==> src/rtl/mt9v034_vid_axis_pkg.sv <==
// mt9v034_vid_axis_pkg: state encoding and FIFO entry layout shared by the video-to-AXIS bridge
package mt9v034_vid_axis_pkg;
  typedef enum logic [1:0] {RESYNC, WAIT_SOF, ACTIVE} state_t;
  localparam int TLAST_OFS = 0;
  localparam int TUSER_OFS = 1;
  localparam int FLAG_BITS = 2;
endpackage

==> src/rtl/vid_axis_sync_fifo.sv <==
// vid_axis_sync_fifo: first-word fall-through synchronous FIFO with full/empty flags
module vid_axis_sync_fifo #(
  parameter int WIDTH = 10,
  parameter int ADDR_WIDTH = 5
) (
  input  logic             clk,
  input  logic             resetn,
  input  logic             wr_en,
  input  logic [WIDTH-1:0] wr_data,
  input  logic             rd_en,
  output logic [WIDTH-1:0] rd_data,
  output logic             full,
  output logic             empty
);
  logic [WIDTH-1:0] mem [2**ADDR_WIDTH];
  logic [ADDR_WIDTH-1:0] wr_ptr, rd_ptr;
  logic [ADDR_WIDTH:0] count;
  logic do_wr, do_rd;
  assign empty = count == '0;
  assign full = count[ADDR_WIDTH];
  assign do_rd = rd_en & ~empty;
  assign do_wr = wr_en & (~full | do_rd);
  assign rd_data = empty ? '0 : mem[rd_ptr];
  // storage array; contents are only meaningful behind the pointers, so no reset
  always_ff @(posedge clk)
    if (do_wr) mem[wr_ptr] <= wr_data;
  // pointers and occupancy; a read in the same cycle frees the slot a full write needs
  always_ff @(posedge clk)
    if (!resetn) begin
      wr_ptr <= '0;
      rd_ptr <= '0;
      count <= '0;
    end else begin
      wr_ptr <= wr_ptr + ADDR_WIDTH'(do_wr);
      rd_ptr <= rd_ptr + ADDR_WIDTH'(do_rd);
      count <= count + (ADDR_WIDTH+1)'(do_wr) - (ADDR_WIDTH+1)'(do_rd);
    end
endmodule

==> src/rtl/mt9v034_vid_to_axis.sv <==
// mt9v034_vid_to_axis: MT9V034 pixel-clock video timing to AXI4-Stream video with overflow resync
module mt9v034_vid_to_axis
  import mt9v034_vid_axis_pkg::*;
#(
  parameter int VIDEO_BIT_WIDTH = 8,
  parameter int FIFO_ADDR_WIDTH = 5,
  parameter int LINE_CNT_WIDTH = 11
) (
  input  logic                       pxclk,
  input  logic                       resetn,
  input  logic                       pixel_data_valid,
  input  logic                       vid_active_video,
  input  logic                       vid_hblank,
  input  logic                       vid_vblank,
  input  logic [VIDEO_BIT_WIDTH-1:0] vid_data,
  input  logic                       receiver_locked,
  output logic [VIDEO_BIT_WIDTH-1:0] m_axis_tdata,
  output logic                       m_axis_tvalid,
  input  logic                       m_axis_tready,
  output logic                       m_axis_tuser,
  output logic                       m_axis_tlast,
  output logic                       overflow,
  input  logic                       overflow_clr,
  output logic [15:0]                frame_count,
  output logic [LINE_CNT_WIDTH-1:0]  line_width
);
  localparam int EW = VIDEO_BIT_WIDTH + FLAG_BITS;
  state_t state, state_nx;
  logic pixel, vblank_s, pop, ovf, wr_en, fifo_full, fifo_empty;
  logic go, load_first, load_next, push_end, end_frame;
  logic hold_v, hold_sof;
  logic [VIDEO_BIT_WIDTH-1:0] hold_d;
  logic push_v, push_eof;
  logic [EW-1:0] push_d, rd_data;
  logic [LINE_CNT_WIDTH-1:0] line_cnt;
  assign pixel = pixel_data_valid & vid_active_video & ~vid_hblank & ~vid_vblank;
  assign vblank_s = pixel_data_valid & vid_vblank;
  assign pop = m_axis_tvalid & m_axis_tready;
  assign ovf = push_v & fifo_full & ~pop;
  assign wr_en = push_v & ~ovf;
  assign m_axis_tvalid = ~fifo_empty;
  assign m_axis_tuser = rd_data[VIDEO_BIT_WIDTH+TUSER_OFS];
  assign m_axis_tlast = rd_data[VIDEO_BIT_WIDTH+TLAST_OFS];
  assign m_axis_tdata = rd_data[VIDEO_BIT_WIDTH-1:0];
  // state register
  always_ff @(posedge pxclk)
    if (!resetn) state <= RESYNC;
    else state <= state_nx;
  // next state: lost lock or a dropped entry abandons the frame until the next vertical blank
  always_comb begin
    state_nx = state;
    if (!receiver_locked || ovf) state_nx = RESYNC;
    else if (state == RESYNC && vblank_s) state_nx = WAIT_SOF;
    else if (state == WAIT_SOF && pixel) state_nx = ACTIVE;
    else if (state == ACTIVE && vblank_s) state_nx = WAIT_SOF;
  end
  // output decode: what the current sample does to the hold register and the push stage
  always_comb begin
    go = receiver_locked & ~ovf;
    load_first = go & (state == WAIT_SOF) & pixel;
    load_next = go & (state == ACTIVE) & pixel;
    push_end = go & (state == ACTIVE) & pixel_data_valid & ~pixel & hold_v;
    end_frame = go & (state == ACTIVE) & vblank_s;
  end
  // one-pixel hold so the line's last pixel can be tagged, plus the registered push and line measurement
  always_ff @(posedge pxclk)
    if (!resetn) begin
      hold_v <= 1'b0;
      hold_sof <= 1'b0;
      hold_d <= '0;
      push_v <= 1'b0;
      push_eof <= 1'b0;
      push_d <= '0;
      line_cnt <= '0;
      line_width <= '0;
    end else begin
      push_v <= (load_next & hold_v) | push_end;
      push_d <= {hold_sof, push_end, hold_d};
      push_eof <= end_frame;
      if (load_first | load_next) begin
        hold_v <= 1'b1;
        hold_d <= vid_data;
        hold_sof <= load_first;
      end else if (push_end | ~go) hold_v <= 1'b0;
      if (load_first) line_cnt <= LINE_CNT_WIDTH'(1);
      else if (load_next) line_cnt <= &line_cnt ? line_cnt : line_cnt + 1'b1;
      else if (push_end) begin
        line_cnt <= '0;
        line_width <= line_cnt;
      end
    end
  // sticky overflow (set beats clear) and count of frames whose last push landed
  always_ff @(posedge pxclk)
    if (!resetn) begin
      overflow <= 1'b0;
      frame_count <= '0;
    end else begin
      overflow <= ovf | (overflow & ~overflow_clr);
      frame_count <= frame_count + 16'(push_eof & ~ovf);
    end
  vid_axis_sync_fifo #(.WIDTH(EW), .ADDR_WIDTH(FIFO_ADDR_WIDTH)) u_fifo (
    .clk(pxclk),
    .resetn(resetn),
    .wr_en(wr_en),
    .wr_data(push_d),
    .rd_en(pop),
    .rd_data(rd_data),
    .full(fifo_full),
    .empty(fifo_empty)
  );
endmodule
==> config.mk <==
export PLATFORM = sky130hd
export DESIGN_NAME = mt9v034_vid_to_axis
export DESIGN_NICKNAME = d
export VERILOG_FILES = /design/src/rtl/mt9v034_vid_axis_pkg.sv /design/src/rtl/vid_axis_sync_fifo.sv /design/src/rtl/mt9v034_vid_to_axis.sv
export SDC_FILE = /design/constraint.sdc
export NUM_CORES = 1
export LEC_CHECK = 0
export ABC_AREA = 1
export CAP_MARGIN = 25
export CORE_MARGIN = 8
export CORE_UTILIZATION = 30
export DETAILED_ROUTE_END_ITERATION = 8
export SKIP_LAST_GASP = 1
export SYNTH_ARGS = -nofsm -noshare
export SYNTH_HDL_FRONTEND = slang
export SYNTH_HIERARCHICAL = 1
export SYNTH_SLANG_ARGS = --single-unit
==> constraint.sdc <==
create_clock -name pxclk -period 3.6 [get_ports pxclk]
set_input_delay 0.72 -clock pxclk [delete_from_list [all_inputs] [get_ports pxclk]]
set_output_delay 0.72 -clock pxclk [all_outputs]
set_load 0.03 [all_outputs]
==> run_results.csv <==
group,metric,value,unit
logic_synthesis,yosys_warnings,6,
hold_path,min-delay-start,"hold_d[1]",
logic_synthesis,syn_nets,1747,
sta,hold_ws,432.3,ps
sta,final_max_slew_viol_count,0,
critical_path,crit_type,"reg2out",
die,core,56170,um^2
power,internal_power,8.442,mW
logic_synthesis,synth-seq-cells,399,
logic_synthesis,avgSynthCellArea,9.902,um^2
critical_path,cp-start-kind,"register",
power,pwr-share-seq,41.6,%
final_layout,drive_gt1_share,9.046,%
detailed_routing,first_iter_violations,1027,
critical_path,reg2reg_from,"u_fifo/count[2]",
power,peakVddDrop,0.4914,mV
global_route,grtUsageTotal,12.71,%
power,switching_power,3.577,mW
job,max_cap_violations,0,
die,fp.dieW,253.9,um
placed_design,place_ws,168.3,ps
die,rows,87,
clocking,cts_hold_buf,0,
critical_path,cp-end-kind,"output port",
die,io_pins,56,
logic_synthesis,netlist_instances,1714,
critical_path,cp.arrival,2670,ps
global_route,grt_overflow,0,
detailed_routing,vias_per_cell,4.587,
clocking,tritoncts,"built",
die,dieArea,64440,um^2
critical_path,critPathBufInv,2,
global_route,grt_pass1_vias,11433,
clocking,path_clk_slew,60,ps
detailed_routing,drc,0,
power,p_comb_share,22.6,%
global_route,grt_first_pass_wirelength,64.45,mm
sta,tns,0,ps
sta,max_slew_margin,41.24,%
sta,fin_crit,3388,ps
sta,finClkSkew,17.49,ps
logic_synthesis,ys_types,38,
final_layout,fill_cells,5661,
placed_design,globalplace.congestion,0.8166,
power,pwr-share-clk,35.9,%
logic_synthesis,ys_seq_area_share,65.93,%
detailed_routing,ant_nets,0,
final_layout,diodes,0,
clocking,numCtsBuffers,42,
final_layout,mostFrequentLayoutCells,"469 x nand2_1, 320 x edfxtp_1, 196 x nor2_1, 193 x nand3_1, 179 x inv_1",
power,total_leakage_power,7.917,nW
critical_path,cp_slowest_cell,"buf_6",
placed_design,io_buffer_count,55,
critical_path,crit_start,"u_fifo/rd_ptr[1]",
final_layout,final_common_cell,"nand2_1",
die,start_util,30.22,%
sta,tightest_slew,881.4,ps
sta,hold_violations,0,
logic_synthesis,mappedNetlistArea,16970,um^2
final_layout,syn2layout_area_growth,18.23,%
status,outcome,"finished clean",
critical_path,required,2880,ps
sta,rsz0062_at_grt,"false",
clocking,postCtsSetupBuffers,0,
final_layout,multi_input_area,4697,um^2
critical_path,cp_common_cell,"nor2_1",
critical_path,path_cells,"buf_6, o21ai_0, o21ai_1, nor2_1, nor2_1, nor2_1, nor2_1, buf_12",
final_layout,fin_nets,1824,
die,die_h,253.9,um
power,p_per_area,598.9,nW/um^2
final_layout,seqCellArea,11200,um^2
critical_path,worstPathMaxFanout,80,
detailed_routing,wl_per_cell,16.18,um
detailed_routing,dr.pass1.iters,5,
sta,setup_violations,0,
global_route,antenna_found_initial,0,
detailed_routing,vias,11835,
clocking,clk_path_buf_depth,3,
global_route,grt_max_degree,81,
detailed_routing,routed_wl,41.76,mm
sta,clock.fmax,295.2,MHz
sta,post-route-worst-setup-slack,212.1,ps
power,switching_share,29.76,%
clocking,htree_num_levels,2,
clocking,clock_sinks,399,
critical_path,crit_family,"buffers and inverters",
hold_path,min_path_type,"reg2reg",
clocking,cts_root_buf,"clkbuf_16",
placed_design,hpwlAfterDp,25.97,mm
sta,final.period_utilization,94.11,%
critical_path,cpPeakStageDelay,510,ps
clocking,insertion_delay,560,ps
## final timing paths
path | endpoint | slack (ps) | cells after the start
worst min-delay path | push_d[1] | 430 | 2
worst min register to register | push_d[1] | 430 | 2
worst max register to register | u_fifo/count[4] | 520 | 21
worst max-delay path | m_axis_tdata[2] | 210 | 8
## logic make-up after synthesis
family | share of synthesized area [%]
buffers and inverters | 6.391
XOR/XNOR | 0.3612
AO/OA/AOI/OAI | 4.232
AND/OR/NAND/NOR | 21.86
flip-flops | 65.93
adder cells (fa/ha/maj) | 1.224
## routing by layer
layer	wire length, um	up-vias	global-route usage, %
met1	19150	5552	17.76
met5	0	-	0
met2	18160	419	19.43
met4	914	0	3.595
met3	3530	63	3.139
li1	-	5801	-
## synth_stat cells, drive strengths merged
cell type  instances  area [um^2]
a21boi             1        11.26
a21oi             48        247.7
a221oi             1        8.760
a31oi              1        6.260
buf               49        280.3
clkbuf            28        105.1
clkinv             1        3.750
dfxtp             79         1582
edfxtp           320         9609
fa                 1        20.02
ha                15        187.7
inv              184        695.7
nand2            476         1804
nand3            197         1013
nand3b             2        15.01
nand4              6        43.79
nor2             202        787.0
nor3               7        40.04
o21ai             86        430.4
o21bai             1        7.510
o22ai              1        6.260
or2                1        6.260
xnor2              3        26.28
xor2               4        35.03
## through the flow
stage          power, mW  cells  utilization, %  cell area (um^2)
4_1_cts            12.08   2579           35.65             20030
3_5_place_dp       7.748   2502           33.18             18640
3_3_place_gp       7.697   2502           33.18             18640
2_1_floorplan      6.723   1714               -             16970
6_report           12.02   2580           35.73             20070
5_1_grt            12.60   2580           35.73             20070
## final cells by class
cell class,count,share of cell area (%)
multi-input cells,1053,23.41
clock inverters,13,0.5736
flip-flops and latches,399,55.84
inverters,185,3.510
repair buffers,110,5.624
well taps,756,4.714
clock buffers,64,6.335
## worst register-to-register path, cell delays in order (launching register included)
cell and delay, ps:
dfxtp_1 340, inv_1 70, ha_1 210, nand3_1 120, inv_1 70, inv_2 60
nand2_2 60, nand2_2 120, inv_1 70, nor2_1 80, a21boi_2 170, inv_1 50
ha_1 270, inv_1 60, ha_1 160, inv_1 70, fa_1 440, inv_1 70
a21oi_1 60, o21bai_1 180, o21ai_0 130, a21oi_1 160
## flip-flops by register name, indices dropped and copies added, names as in the netlist
signal	cells
frame_count	16
hold_d	8
hold_sof	1
hold_v	1
line_cnt	11
line_width	11
overflow	1
push_d	10
push_eof	1
push_v	1
state	2
u_fifo/count	6
u_fifo/mem	320
u_fifo/rd_ptr	5
u_fifo/wr_ptr	5
## power groups by stage
stage	clock, mW	combinational (mW)	sequential, mW
5_1_grt	4.62	2.99	5.00
4_1_cts	4.42	2.67	4.99
2_1_floorplan	0	1.66	5.07
3_3_place_gp	0	2.61	5.09
3_5_place_dp	0	2.66	5.09
6_report	4.31	2.71	4.99
## what timing repair did
| item | in CTS | in global routing |
|---|---|---|
| gates resized for setup | 1 | 4 |
| cloned | 0 | 1 |
| setup endpoints to repair | 1 | 9 |
Note: power is estimated with default switching activity, not from simulation.
